[config.mk]
export PLATFORM = sky130hd
export DESIGN_NAME = bin_serializer_2_10
export DESIGN_NICKNAME = d
export VERILOG_FILES = /design/src/rtl/bin_serializer_2_10.sv
export SDC_FILE = /design/constraint.sdc
export NUM_CORES = 1
export LEC_CHECK = 0
export ABC_AREA = 1
export CAP_MARGIN = 25
export CORE_MARGIN = 2
export CORE_UTILIZATION = 61
export DETAILED_ROUTE_END_ITERATION = 12
export DONT_BUFFER_PORTS = 1
export HOLD_SLACK_MARGIN = 0.08
export PLACE_DENSITY = 0.77
export REMOVE_ABC_BUFFERS = 1
export SYNTH_ARGS = -nofsm -noshare
export SYNTH_HDL_FRONTEND = slang
export SYNTH_SLANG_ARGS = --single-unit
[constraint.sdc]
create_clock -name clk -period 1.7 [get_ports clk]
set_input_delay 0.34 -clock clk [delete_from_list [all_inputs] [get_ports clk]]
set_output_delay 0.34 -clock clk [all_outputs]
set_load 0.05 [all_outputs]
[src/rtl/bin_serializer_2_10.sv]
// rtl/bin_serializer_2_10.sv - MSB-first bit feeder and enable/drain sequencer for the bit-serial BCD digit array
// Optional overflow flag enabled by defining BIN_SER_OVF_CHECK_EN.
module bin_serializer_2_10 #(
  parameter int WIDTH      = 10,
  parameter int NUM_DIGITS = 3,
  parameter int PIPE_LAT   = 3
) (
  input  logic             clk,
  input  logic             rst,
  input  logic             in_valid,
  output logic             in_ready,
  input  logic [WIDTH-1:0] in_data,
  input  logic             stall,
  output logic             bit_out,
  output logic             ena_out,
  output logic             bit_valid,
  output logic             sof,
  output logic             done,
  output logic             ovf
);

  localparam int BCW = $clog2(WIDTH + 1);
  localparam int DCW = $clog2(PIPE_LAT + 2);
  localparam logic [BCW-1:0] LAST_BIT   = BCW'(WIDTH - 1);
  localparam logic [DCW-1:0] LAST_DRAIN = DCW'(PIPE_LAT - 1);

  typedef enum logic [1:0] {
    IDLE  = 2'd0,
    SHIFT = 2'd1,
    DRAIN = 2'd2
  } state_e;

  state_e           state_q, state_d;
  logic [WIDTH-1:0] sreg_q, sreg_d;
  logic [BCW-1:0]   bit_cnt_q, bit_cnt_d;
  logic [DCW-1:0]   drain_cnt_q, drain_cnt_d;
  logic             done_q, done_d;
  logic             accept;

  assign accept = in_valid && (state_q == IDLE);

  always_ff @(posedge clk or negedge rst) begin
    if (!rst) begin
      state_q     <= IDLE;
      sreg_q      <= '0;
      bit_cnt_q   <= '0;
      drain_cnt_q <= '0;
      done_q      <= 1'b0;
    end else begin
      state_q     <= state_d;
      sreg_q      <= sreg_d;
      bit_cnt_q   <= bit_cnt_d;
      drain_cnt_q <= drain_cnt_d;
      done_q      <= done_d;
    end
  end

  // A stalled cycle leaves every register untouched, so bit_out keeps showing the pending bit.
  always_comb begin
    state_d     = state_q;
    sreg_d      = sreg_q;
    bit_cnt_d   = bit_cnt_q;
    drain_cnt_d = drain_cnt_q;
    done_d      = 1'b0;
    case (state_q)
      IDLE: begin
        if (accept) begin
          sreg_d    = in_data;
          bit_cnt_d = '0;
          state_d   = SHIFT;
        end
      end
      SHIFT: begin
        if (!stall) begin
          sreg_d = sreg_q << 1;
          if (bit_cnt_q == LAST_BIT) begin
            bit_cnt_d   = '0;
            drain_cnt_d = '0;
            if (PIPE_LAT == 0) begin
              state_d = IDLE;
              done_d  = 1'b1;
            end else begin
              state_d = DRAIN;
            end
          end else begin
            bit_cnt_d = bit_cnt_q + 1'b1;
          end
        end
      end
      DRAIN: begin
        if (!stall) begin
          if (drain_cnt_q == LAST_DRAIN) begin
            drain_cnt_d = '0;
            state_d     = IDLE;
            done_d      = 1'b1;
          end else begin
            drain_cnt_d = drain_cnt_q + 1'b1;
          end
        end
      end
      default: state_d = IDLE;
    endcase
  end

  assign in_ready  = (state_q == IDLE);
  assign ena_out   = (state_q != IDLE) && !stall;
  assign bit_valid = (state_q == SHIFT) && !stall;
  assign sof       = (state_q == SHIFT) && (bit_cnt_q == '0) && !stall;
  assign bit_out   = (state_q == SHIFT) && sreg_q[WIDTH-1];
  assign done      = done_q;

`ifdef BIN_SER_OVF_CHECK_EN
  localparam logic [WIDTH+3:0] OVF_LIMIT = (WIDTH + 4)'(10 ** NUM_DIGITS);

  logic ovf_q, ovf_d;

  always_comb begin
    ovf_d = ovf_q;
    if (accept) begin
      ovf_d = ({4'b0000, in_data} >= OVF_LIMIT);
    end
  end

  always_ff @(posedge clk or negedge rst) begin
    if (!rst) begin
      ovf_q <= 1'b0;
    end else begin
      ovf_q <= ovf_d;
    end
  end

  assign ovf = done_q && ovf_q;
`else
  assign ovf = 1'b0;
`endif

endmodule

# == Yosys cells after proc, flatten, opt, wreduce, memory -nomap -nowiden ==
# Index checks and enable logic that the tools add are counted.
# W data, S select, Z words.
# word_totals
ff_bits,20
latchBits,0
mem_bits_rw,0
mem_bits_ro,0
in_bits,14
out_inout_bits,7
word_cells,52
mem_count,0
# classes
addsub,2
n_mul,0
div_mod_pow,0
order_cmp,0
eq_ne,9
shifts,0
n_mux,21
bitwise,0
n_reduce_logical,15
# op_table
operator,n
$mux W10,2
$pmux W10 S2,1
$mux W3,4
$mux W4,3
$mux W2,5
$ne A2 B2 Y1 const B,4
$pmux W4 S2,1
$logic_and A1 B1 Y1,6
$pmux W2 S3,1
$pmux W3 S2,1
$reduce_bool A2 Y1,3
$reduce_and A5 Y1,1
$add A4 B1 Y4 const B,1
$eq A4 B4 Y1 const B,1
$logic_not A4 Y1,1
$reduce_and A4 Y1,1
$add A3 B1 Y3 const B,1
$eq A3 B2 Y1 const B,1
$mux W1,3
$reduce_and A3 Y1,1
$eq A2 B1 Y1 const B,1
$eq A2 B2 Y1 const B,1
$logic_not A2 Y1,1
$ne A2 B1 Y1 const B,1
$logic_not A1 Y1,1

# == Longest topological paths before layout ==
# logic_depth
ltp_word,4
depth_mapped,8
depth_no_buf,8

# == Least setup slack after synthesis ==
# No wires, ideal clock.
# synth_path
path_type,register to output
from,register bit_cnt_q[0]
to,output port sof
arrival_ns,1.370
required_time_ns,1.360
path_slack_ns,-0.010
stages_incl_launch_ff,5
n_path_buf,0
path_cell_list,dfrtp_1 > inv_1 > ha_1 > nand3_1 > nor2_1
# synth_via
elab_chain_len,3
# synth_rtl
element,line,rtl
from (decl),35,"logic [BCW-1:0] bit_cnt_q, bit_cnt_d;"
from (signal assigned),52,bit_cnt_q <= bit_cnt_d;
$logic_not A4 Y1,108,assign sof = (state_q == SHIFT) && (bit_cnt_q == '0) && !stall;
$logic_and A1 B1 Y1 (2 in a row),108,
to (decl),17,"output logic sof,"
# No other way between the ends.

# == Worst setup path in the final report ==
# layout_path
from,register state_q[1]
to,output port sof
# layout_via
elab_chain_len,3
# layout_rtl
element,line,rtl
from (decl),33,"state_e state_q, state_d;"
from (signal assigned),50,state_q <= state_d;
$eq A2 B1 Y1,108,
$logic_and A1 B1 Y1 (2 in a row),108,
# No other way between the ends.

==> run_results.csv <==
group,metric,value,unit
sta,slew_headroom,37.92,%
pwr,power_density,1774,nW/um2
place,numPortBuffers,0,
sta,hold_viol_final,0,
global_routing,antenna_found_initial,0,
finish,seq_area,501.7,um2
synth,syn_avg_cell_area,8.371,um2
run,drv_cap,0,
clock_tree,clkTransAtPathRegs,0.11,ns
clock_tree,htreeDepth,1,
worst_setup_path,worst-path-max-fanout,6,
worst_setup_path,cp_slowest_cell,"dfrtp_2",
floorplanning,start_util,65.96,%
route,wl,2304,um
global_routing,grt-ovfl-total,0,
clock_tree,cts_tree,"done",
finish,finalNonFillerCells,177,
worst_setup_path,end_kind,"primary output",
synth,synth_area,1164,um2
worst_setup_path,slowest_delay,0.47,ns
global_routing,grt_max_degree,27,
place,hpwl,1601,um
sta,timing.final.crit_share,96.59,%
place,dpl.cell_count,165,
finish,fill_cells,137,
pwr,peakVddDrop,0.001272,V
hold_path,min_path_type,"input pin to flop",
pwr,p_leak,0.6639,nW
route,viasPerCell,5.333,
route,via_count,944,
floorplanning,fp.dieH,47.68,um
worst_setup_path,arrival,1.30,ns
worst_setup_path,cp-start-kind,"flop",
route,drc,0,
route,drtIter0Drc,27,
floorplanning,coreArea,1764,um2
synth,yosys_register_bits,20,
finish,syn2layout_area_growth,13.55,%
clock_tree,clock_latency,0.30,ns
finish,fin_util,74.89,%
worst_setup_path,critPathLaunch,"state_q[1]",
finish,multiInputGateArea,549.3,um2
sta,finClkSkew,0.005005,ns
pwr,total_power,0.002344,W
place,dp_slack,0.2240,ns
synth,yosysSeqAreaShare,43.01,%
run_status,status,"finished clean",
clock_tree,numCtsBuffers,3,
route,drt_pre_antenna_iters,4,
worst_setup_path,cp.required,1.36,ns
worst_setup_path,rr_startpoint,"bit_cnt_q[1]",
clock_tree,clock-sinks,20,
floorplanning,num_io_pins,21,
worst_setup_path,rrSetupSlack,0.16,ns
place,gp_congestion,0.8898,
route,wl_per_cell,13.02,um
sta,finalMaxSlewViolations,0,
worst_setup_path,r2r_cells,10,
finish,final_common_cell,"nand2_1",
global_routing,grt.total_usage,22.60,%
clock_tree,cts_root_buf,"clkbuf_4",
sta,fin_tns_setup,0,ns
finish,antenna_cells,0,
floorplanning,fp.dieW,47.68,um
synth,ys_warn_count,0,
worst_setup_path,cp-endpoint,"sof",
global_routing,grt_pass1_vias,840,
global_routing,grt_first_pass_wirelength,3581,um
clock_tree,cts_buffer_depth,2,
sta,fmax,609.0,MHz
finish,drive_gt1_share,25.00,%
worst_setup_path,setup.worst_path.class,"flop to primary output",
floorplanning,dieArea,2273,um2
floorplanning,num_rows,15,
worst_setup_path,path_cells,"nor2_4 > nand2_4 > nor2_2 > buf_6",
route,final_antenna_net_count,0,
synth,synth_cell_types,25,
synth,synth_cells,139,
worst_setup_path,rr_endpoint,"drain_cnt_q[2]",
sta,min_period,1.642,ns
finish,layout_common_cells,"nand2_1 (29), inv_1 (19), dfrtp_1 (19)",
sta,worstMarginPinSlew,0.9281,ns
sta,finalSetupViolations,0,
sta,setup_ws,0.05804,ns
finish,fin_nets,171,
[sequential cells by signal, summed over array words and instances (netlist names)]
signal and flops:
sreg_q 10, bit_cnt_q 4, drain_cnt_q 3, state_q 2, done 1
[critical path, delay by kind of cell, from the launching register on]
| kind | cells | cell delay (ns) |
|---|---|---|
| simple gates | 3 | 0.36 |
| buf+inv | 1 | 0.16 |
| flops | 1 | 0.47 |
[kinds of logic (layout without fill, tap and decap cells)]
| family | after synthesis | after routing | synth area share, % |
|---|---|---|---|
| AND/OR/NAND/NOR | 57 | 57 | 22.36 |
| adder cells (fa/ha/maj) | 3 | 3 | 3.226 |
| buffers and inverters | 27 | 40 | 10.86 |
| AO/OA/AOI/OAI | 28 | 28 | 17.96 |
| XOR/XNOR | 3 | 3 | 2.258 |
| other | 1 | 1 | 0.3223 |
| flip-flops | 20 | 20 | 43.01 |
[Yosys cell counts]
cell type	n	area share, %
a21oi_1	2	0.86
buf_2	2	0.86
buf_4	1	0.65
buf_6	1	0.97
buf_8	1	1.3
conb_1	1	0.32
dfrtp_1	20	43
ha_1	3	3.2
inv_1	21	6.8
inv_2	1	0.32
nand2_1	29	9.4
nand2_2	2	1.1
nand2_4	1	0.97
nand3_1	12	5.2
nand3b_1	1	0.65
nand4_2	1	1.1
nor2_1	8	2.6
nor2_2	2	1.1
nor3_1	1	0.43
o211ai_1	5	3.2
o211ai_2	4	4.3
o21ai_0	4	1.7
o21ai_1	6	2.6
o21ai_2	7	5.3
xor2_1	3	2.3
[per-stage QoR]
| stage | area (um2) | hold WS (ns) |
|---|---|---|
| floorplan | 1120 | 0.04441 |
| global placement | 1209 | 0.04483 |
| detailed placement | 1209 | 0.04480 |
| CTS | 1260 | 0.09554 |
| global route | 1321 | 0.1813 |
| finish | 1321 | 0.1985 |
[per-layer routing]
metal	GRT usage [%]	vias up	wire length, um
li1	-	471	-
met5	0	-	0
met1	27.42	430	964
met3	5.660	3	152
met2	40.27	40	1170
met4	5.405	0	17
[worst min path at each step]
| stage | startpoint | to | slack, ns | cells past startpoint |
|---|---|---|---|---|
| 3_3_place_gp | rst | sreg_q[6] | 0.04 | 0 |
| 5_1_grt | in_data[8] | sreg_q[8] | 0.18 | 2 |
| 6_report | in_data[8] | sreg_q[8] | 0.20 | 2 |
| 2_1_floorplan | rst | bit_cnt_q[0] | 0.04 | 0 |
| 3_5_place_dp | rst | sreg_q[6] | 0.04 | 0 |
| 4_1_cts | stall | done | 0.1 | 1 |
[area by class of cell]
class	instances	share of cell area, %
inverters	22	6.250
multi-input cells	92	41.57
flip-flops and latches	20	37.97
clock buffers	3	1.705
repair buffers	15	10.13
well taps	25	2.367
[power breakdown]
part / switching [W] / internal, W / leakage, nW
Clock: 0.000138 / 0.0000826 / 0.0138
Sequential: 0.0000931 / 0.000654 / 0.256
Combinational: 0.000889 / 0.000488 / 0.394
[timing repair]
item                                    4_1_cts  5_1_grt
gates cloned                                  0        0
gates resized for setup                       3        4
setup buffers                                 2        5
hold endpoints to repair                     20        1
hold buffers                                  1        1
endpoints found under the setup margin        1        2
pin swaps                                     0        1
Note: power is estimated with default switching activity, not from simulation.
